--- src/rtl/alu_cmd_ctrl.sv ---
// Command front-end for the 32-bit combinational ALU: a 4-entry operand register file,
// a one-cycle issue slot for the ALU and a held valid/ready response channel.
module alu_cmd_ctrl #(
    parameter int unsigned W     = 32,
    parameter int unsigned CNT_W = 16
) (
    input  logic             clk,
    input  logic             reset,
    input  logic             cmd_valid,
    output logic             cmd_ready,
    input  logic [1:0]       cmd_op,
    input  logic [3:0]       cmd_f,
    input  logic [1:0]       cmd_rd,
    input  logic [1:0]       cmd_rs1,
    input  logic [1:0]       cmd_rs2,
    input  logic [W-1:0]     cmd_imm,
    output logic             rsp_valid,
    input  logic             rsp_ready,
    output logic [W-1:0]     rsp_data,
    output logic [W-1:0]     alu_a,
    output logic [W-1:0]     alu_b,
    output logic [3:0]       alu_f,
    input  logic [W-1:0]     alu_r,
    output logic [CNT_W-1:0] exec_count
);

    localparam logic [1:0] IDLE  = 2'd0;
    localparam logic [1:0] ISSUE = 2'd1;
    localparam logic [1:0] RESP  = 2'd2;

    localparam logic [1:0] OP_LOAD = 2'd0;
    localparam logic [1:0] OP_EXEC = 2'd1;
    localparam logic [1:0] OP_READ = 2'd2;
    localparam logic [1:0] OP_NOP  = 2'd3;

    logic [1:0]       state_q, state_d;
    logic [W-1:0]     regs_q [4];
    logic [W-1:0]     regs_d [4];
    logic [W-1:0]     alu_a_q, alu_a_d;
    logic [W-1:0]     alu_b_q, alu_b_d;
    logic [3:0]       alu_f_q, alu_f_d;
    logic [1:0]       rd_q, rd_d;
    logic             rsp_valid_q, rsp_valid_d;
    logic [W-1:0]     rsp_data_q, rsp_data_d;
    logic [CNT_W-1:0] exec_count_q, exec_count_d;
    logic             accept;

    assign cmd_ready = (state_q == IDLE) && !reset;
    assign accept    = cmd_valid && cmd_ready;

    always_comb begin
        state_d      = state_q;
        regs_d       = regs_q;
        alu_a_d      = alu_a_q;
        alu_b_d      = alu_b_q;
        alu_f_d      = alu_f_q;
        rd_d         = rd_q;
        rsp_valid_d  = rsp_valid_q;
        rsp_data_d   = rsp_data_q;
        exec_count_d = exec_count_q;

        unique case (state_q)
            IDLE: begin
                if (accept) begin
                    case (cmd_op)
                        OP_LOAD: regs_d[cmd_rd] = cmd_imm;
                        // Operands are captured here, so rd aliasing rs1/rs2 is harmless.
                        OP_EXEC: begin
                            alu_a_d = regs_q[cmd_rs1];
                            alu_b_d = regs_q[cmd_rs2];
                            alu_f_d = cmd_f;
                            rd_d    = cmd_rd;
                            state_d = ISSUE;
                        end
                        OP_READ: begin
                            rsp_data_d  = regs_q[cmd_rs1];
                            rsp_valid_d = 1'b1;
                            state_d     = RESP;
                        end
                        OP_NOP:  state_d = IDLE;
                        default: state_d = IDLE;
                    endcase
                end
            end
            // The ALU has had a full cycle on registered operands; commit its result.
            ISSUE: begin
                regs_d[rd_q] = alu_r;
                rsp_data_d   = alu_r;
                rsp_valid_d  = 1'b1;
                exec_count_d = exec_count_q + CNT_W'(1);
                state_d      = RESP;
            end
            RESP: begin
                if (rsp_valid_q && rsp_ready) begin
                    rsp_valid_d = 1'b0;
                    state_d     = IDLE;
                end
            end
            default: begin
                rsp_valid_d = 1'b0;
                state_d     = IDLE;
            end
        endcase
    end

    always_ff @(posedge clk) begin
        if (reset) begin
            state_q      <= IDLE;
            for (int i = 0; i < 4; i++) begin
                regs_q[i] <= '0;
            end
            alu_a_q      <= '0;
            alu_b_q      <= '0;
            alu_f_q      <= '0;
            rd_q         <= '0;
            rsp_valid_q  <= 1'b0;
            rsp_data_q   <= '0;
            exec_count_q <= '0;
        end else begin
            state_q      <= state_d;
            regs_q       <= regs_d;
            alu_a_q      <= alu_a_d;
            alu_b_q      <= alu_b_d;
            alu_f_q      <= alu_f_d;
            rd_q         <= rd_d;
            rsp_valid_q  <= rsp_valid_d;
            rsp_data_q   <= rsp_data_d;
            exec_count_q <= exec_count_d;
        end
    end

    assign alu_a      = alu_a_q;
    assign alu_b      = alu_b_q;
    assign alu_f      = alu_f_q;
    assign rsp_valid  = rsp_valid_q;
    assign rsp_data   = rsp_data_q;
    assign exec_count = exec_count_q;

endmodule

--- config.mk ---
export PLATFORM = sky130hd
export DESIGN_NAME = alu_cmd_ctrl
export DESIGN_NICKNAME = d
export VERILOG_FILES = /design/src/rtl/alu_cmd_ctrl.sv
export SDC_FILE = /design/constraint.sdc
export NUM_CORES = 1
export LEC_CHECK = 0
export ABC_AREA = 1
export ABC_CLOCK_PERIOD_IN_PS = 2200
export CORE_MARGIN = 4
export CORE_UTILIZATION = 55
export DETAILED_ROUTE_END_ITERATION = 10
export PLACE_DENSITY = 0.81
export SKIP_CTS_REPAIR_TIMING = 1
export SLEW_MARGIN = 15
export SYNTH_ARGS = -nofsm -noshare
export SYNTH_HDL_FRONTEND = slang
export SYNTH_SLANG_ARGS = --single-unit
--- constraint.sdc ---
create_clock -name clk -period 2.2 [get_ports clk]
set_input_delay 0.44 -clock clk [delete_from_list [all_inputs] [get_ports clk]]
set_output_delay 0.44 -clock clk [all_outputs]
set_load 0.02 [all_outputs]
; ---- After elaboration in Yosys (flattened, before gate mapping)
; Cells that the tools add are included.
[totals]
regBits = 249
output_inout_bits = 118
[op_classes]
mux = 26
eq_ne = 10
add_sub_neg = 1
bitwise_logic = 4
n_lt_le_gt_ge = 6
reduce_logical = 14
[op_table]
columns = op, n
row1 = $bwmux 128, 2
row2 = $mux 128, 2
row3 = $mux 32, 8
row4 = $pmux 128 s2, 1
row5 = $bmux 32 s2, 2
row6 = $demux 32 s2, 2
row7 = $pmux 32 s2, 1
row8 = $add 16x1->16 const B, 1
row9 = $reduce_and 3->1, 5
row10 = $ge 3x3->1 const B, 4
row11 = $not 2->3, 4
row12 = $pmux 2 s3, 2
row13 = $eq 2x2->1 const B, 3
row14 = $lt 3x1->1 const B, 2
row15 = $logic_and 1x1->1, 5
row16 = $eq 2x1->1 const B, 2
row17 = $logic_not 2->1, 2
row18 = $mux 2, 2
row19 = $ne 2x1->1 const B, 2
row20 = $ne 2x2->1 const B, 2
row21 = $ne 4x1->1 const B, 1
row22 = $mux 1, 3
row23 = $pmux 1 s3, 1
row24 = $reduce_bool 2->1, 1
row25 = $logic_not 1->1, 1

; ---- Logic depth before layout (Yosys ltp)
[depth]
depth_word = 9
depth_mapped = 10

; ---- Least setup slack after synthesis
; No wires, ideal clock.
[synth_timing]
path_kind = in2reg
start = input reset
end = register regs_q[64] in the netlist's numbering
arrival_time_ns = 1.586
required_time_ns = 2.087
setup_time_ns = 0.113
cell_stages = 8
slack_ns = 0.502
n_path_buf = 2
cell_sequence = buf_2 -> o21ai_2 -> nand2_4 -> nor2_4 -> buf_2 -> nand2_1 -> nand2_1 -> nor2_1
[synth_between]
elab_chain_cells = 5
[synth_lines]
columns = item, line
row1 = start: declaration, 8  ; input logic reset,
row2 = $logic_not 1->1, 48  ; assign cmd_ready = (state_q == IDLE) && !reset;
row3 = $logic_and 1x1->1, 48
row4 = $logic_and 1x1->1, 49  ; assign accept = cmd_valid && cmd_ready;
row5 = $ne 2x2->1 (no source line), n/a
row6 = $reduce_and 3->1 (no source line), n/a
row7 = end signal: assignment, 121  ; regs_q <= regs_d;
row8 = end: declaration, 37  ; logic [W-1:0] regs_q [4];
; Parallel ways exist; a longest one is shown, timed or not.
; A chain may end at the register's enable or synchronous reset.

; ---- Final worst setup path
[layout_timing]
start = register exec_count_q[2], in the netlist exec_count[2]
end = output exec_count[2]
[layout_lines]
columns = item, line
row1 = start: declaration, 45  ; logic [CNT_W-1:0] exec_count_q, exec_count_d;
row2 = start signal: assignment, 128  ; exec_count_q <= exec_count_d;
row3 = end: declaration, 24  ; output logic [CNT_W-1:0] exec_count
; No word-level cell between the ends.

==> summary.txt <==
=================================================================================
Maximum number of pins on one net before global-route repair                   69
Clock tree from TritonCTS                                                   built
CP arrival                                                                1.62 ns
Run status                                                              completed
Hold crit path type                                                  input pin to register
Worst Path Buf+Inv                                                              1
Effective utilization at floorplan                                          56.6%
Share of total power consumed by net switching                              37.8%
Worst setup SP type                                                      register
Number of global-route vias before repair                                   14422
Cell Rows                                                                      56
Crit Path Max Fanout                                                            7
Slew of the pin with the lowest slew margin                              0.434 ns
Commonest cells post-synth                                           sky130_fd_sc_hd__nor2_1, sky130_fd_sc_hd__nand2_1, sky130_fd_sc_hd__dfxtp_1
F_max                                                                     484 MHz
Die Wd                                                                     164 um
Synth top area share                                                        37.1%
Post-synthesis cell count                                                    2341
HPWL after detailed placement                                            28100 um
Register share of total power                                               33.9%
Endpoint of the most critical setup path                             exec_count[2]
DIE HEIGHT                                                                 164 um
Post-Synthesis Cell Area                                                13400 um2
Initial antenna violation count                                                 0
Routed vias                                                                 15097
Dominant delay contributor by cell family on the critical path       buffers and inverters
Setup repair after global routing missed its margin                            no
Total clock sinks                                                             249
Slowest stage cell on the critical path                              sky130_fd_sc_hd__clkdlybuf4s50_1
Count of cells along the worst register-to-register path                        9
Clock latency of the later-clocked register in the worst-skew pair        0.55 ns
Clock tree skew after final layout                                      0.0193 ns
Worst flop-to-flop path endpoint                                     regs_q[118]$_SDFFE_PP0P_
Data required, critical path                                              1.76 ns
Number of nets produced by synthesis                                         2427
Part of the power in the clock network                                      28.4%
Wire length of the first global-routing pass                             70700 um
Final min period                                                          2.06 ns
Count of fill cells added during filler insertion                            2049
Number of max-slew violations in the final report                               0
Average cell area after synthesis                                        5.74 um2
EDFF count, synth                                                               0
Origin of the critical flop-to-flop path                             state_q[0]$_SDFFE_PP0P_
Cell chain of the critical path                                      clkdlybuf4s50_1
Wire length reported by the detailed router                              44000 um
Non-filler cells, final                                                      2831
Post-Place Worst Slack                                                  0.0141 ns
DRC                                                                             0
Area of the die                                                         27000 um2
Deepest level of the CTS H-tree                                                 1
Reg2Reg Setup Slack                                                       0.27 ns
Cell count along the critical path                                              1
Routed wire per std cell                                                  15.5 um
Most common cell in the netlist                                      sky130_fd_sc_hd__nor2_1
Antenna fix cells                                                               0
Synthesis-stage register bit count                                            249
Area of the core region                                                 23800 um2
Total instance count after detailed placement                                2780
Worst IR Drop VDD                                                      0.000828 V
Maximum number of buffers from clock root to sink                               3
Fraction of layout instances using a drive strength above 1                 5.45%
Cell internal power dissipation                                           10.7 mW
Overall global routing resource usage                                       32.0%
1st-iter DRT viols                                                           1402
Final count of negative-setup-slack endpoints                                   0
CTS clk-pin slew, worst paths                                             0.06 ns
Largest stage delay, worst path                                           0.66 ns
Power density over the cells                                          1020 nW/um2
Area leader, netlist                                                 sky130_fd_sc_hd__dfxtp_1
Count of antenna-violating nets left after detailed routing                     0
Synthesis Warnings                                                              0
Routability congestion estimate                                             0.878
TritonCTS Buffers                                                              28
Number of failing hold endpoints at the final stage                             0
Headroom to the max-slew limit                                              71.0%
Max-capacitance violation count                                                 0
Final worst setup slack                                                  0.135 ns
Worst Setup Path Type                                                register to output port
Flip-flop cell with the highest count after synthesis                sky130_fd_sc_hd__dfxtp_1
Sequential cell area fraction in the yosys report                           37.1%
Post-synthesis cell type count                                                 26
Number of port buffers                                                        197
Final period util                                                           93.9%
DR pass1 iterations                                                             7
Net switching component of the power                                      6.53 mW
Area growth from synthesis to final layout                                  26.1%
Buffer cell driving the clock tree root                              sky130_fd_sc_hd__clkbuf_16
Async set-reset flop share out of synthesis                                    0%
Combinational group share of total power                                    37.7%
Ranking of synthesized cells by area                                 sky130_fd_sc_hd__dfxtp_1, sky130_fd_sc_hd__nor2_1, sky130_fd_sc_hd__nand2_1
Source of the critical timing path                                   exec_count[2]$_SDFFE_PP0P_
Global route total overflow                                                     0
Via density per instance                                                     5.33
CP endpoint kind                                                      output port
Total leakage power                                                       7.17 nW
I/O Pins                                                                      198
Fin nets                                                                     2577
=================================================================================
-- cell usage in the layout (no fill, tap or decap), drive strengths merged --
| cell | n |
|---|---|
| dfxtp | 249 |
| a21oi | 40 |
| dlymetal6s2s | 1 |
| nor4 | 1 |
| xor2 | 3 |
| bufinv | 3 |
| nand3 | 107 |
| clkbuf | 43 |
| buf | 73 |
| nand4 | 2 |
| o21ai | 179 |
| ha | 6 |
| nor2 | 953 |
| clkinv | 5 |
| nor3 | 2 |
| clkinvlp | 1 |
| nand2 | 558 |
| inv | 92 |
| o21bai | 1 |
| clkdlybuf4s50 | 192 |
| or2 | 1 |
-- cell type report --
type / count / area (um2) / share of cell area, %
clock inverter: 8 / 118 / 0.694
multi-input combinational: 1853 / 7540 / 44.5
inverter: 93 / 354 / 2.09
tap: 319 / 399 / 2.36
timing repair buffer: 266 / 2700 / 15.9
sequential: 249 / 4980 / 29.4
clock buffer: 43 / 858 / 5.06
-- power groups by stage --
stage	clock network, mW	registers, mW	logic (mW)
final	4.91	5.85	6.51
after global routing	5.15	5.94	7.20
after CTS	4.95	5.83	6.44
after detailed placement	0	5.91	6.38
after global placement	0	5.88	6.27
after floorplan	0	6.27	3.54
-- routing by layer --
layer  GRT usage, %  vias up  part of all wire [%]
li1               -     7491                     -
met1           39.9     6714                    39
met2           54.7      763                    47
met3           5.87      129                    10
met4           13.0        0                   3.6
met5              0        -                     0
-- kinds of logic after synthesis --
logic type | share of synthesized area, %
compound gates | 8.24
xor+xnor | 0.196
fa+ha+maj | 0.559
buf+inv | 7.10
flops | 37.1
simple gates | 46.8
-- flip-flops by register name, indices dropped and copies added, names as in the netlist --
signal	count
alu_a	32
alu_b	32
alu_f	4
exec_count	16
rd_q	2
regs_q	128
rsp_data	32
rsp_valid	1
state_q	2
-- worst min-delay path by stage --
stage                                    start  cells after the start  slack [ns]                    endpoint
floorplan              regs_q[64]$_SDFFE_PP0P_                      2        0.47     regs_q[64]$_SDFFE_PP0P_
global placement    exec_count[3]$_SDFFE_PP0P_                      1        0.47  exec_count[3]$_SDFFE_PP0P_
detailed placement     regs_q[46]$_SDFFE_PP0P_                      2        0.49     regs_q[46]$_SDFFE_PP0P_
CTS                                 cmd_rs1[0]                      6        0.46      alu_a[15]$_SDFFE_PP0P_
global route           regs_q[46]$_SDFFE_PP0P_                      2        0.52     regs_q[46]$_SDFFE_PP0P_
finish                              cmd_rs1[0]                      6        0.48      alu_a[15]$_SDFFE_PP0P_
-- through the flow --
| step | hold WS [ns] | area, um2 | setup TNS [ns] | util (%) | total power, mW |
|---|---|---|---|---|---|
| 2_1_floorplan | 0.471 | 13400 | 0 | - | 9.80 |
| 3_3_place_gp | 0.470 | 16000 | 0 | 67.2 | 12.1 |
| 3_5_place_dp | 0.486 | 16000 | 0 | 67.2 | 12.3 |
| 4_1_cts | 0.455 | 16900 | -0.233 | 71.3 | 17.2 |
| 5_1_grt | 0.516 | 16900 | 0 | 71.3 | 18.3 |
| 6_report | 0.477 | 16900 | 0 | 71.3 | 17.3 |
Power figures use the tool's default switching activity.
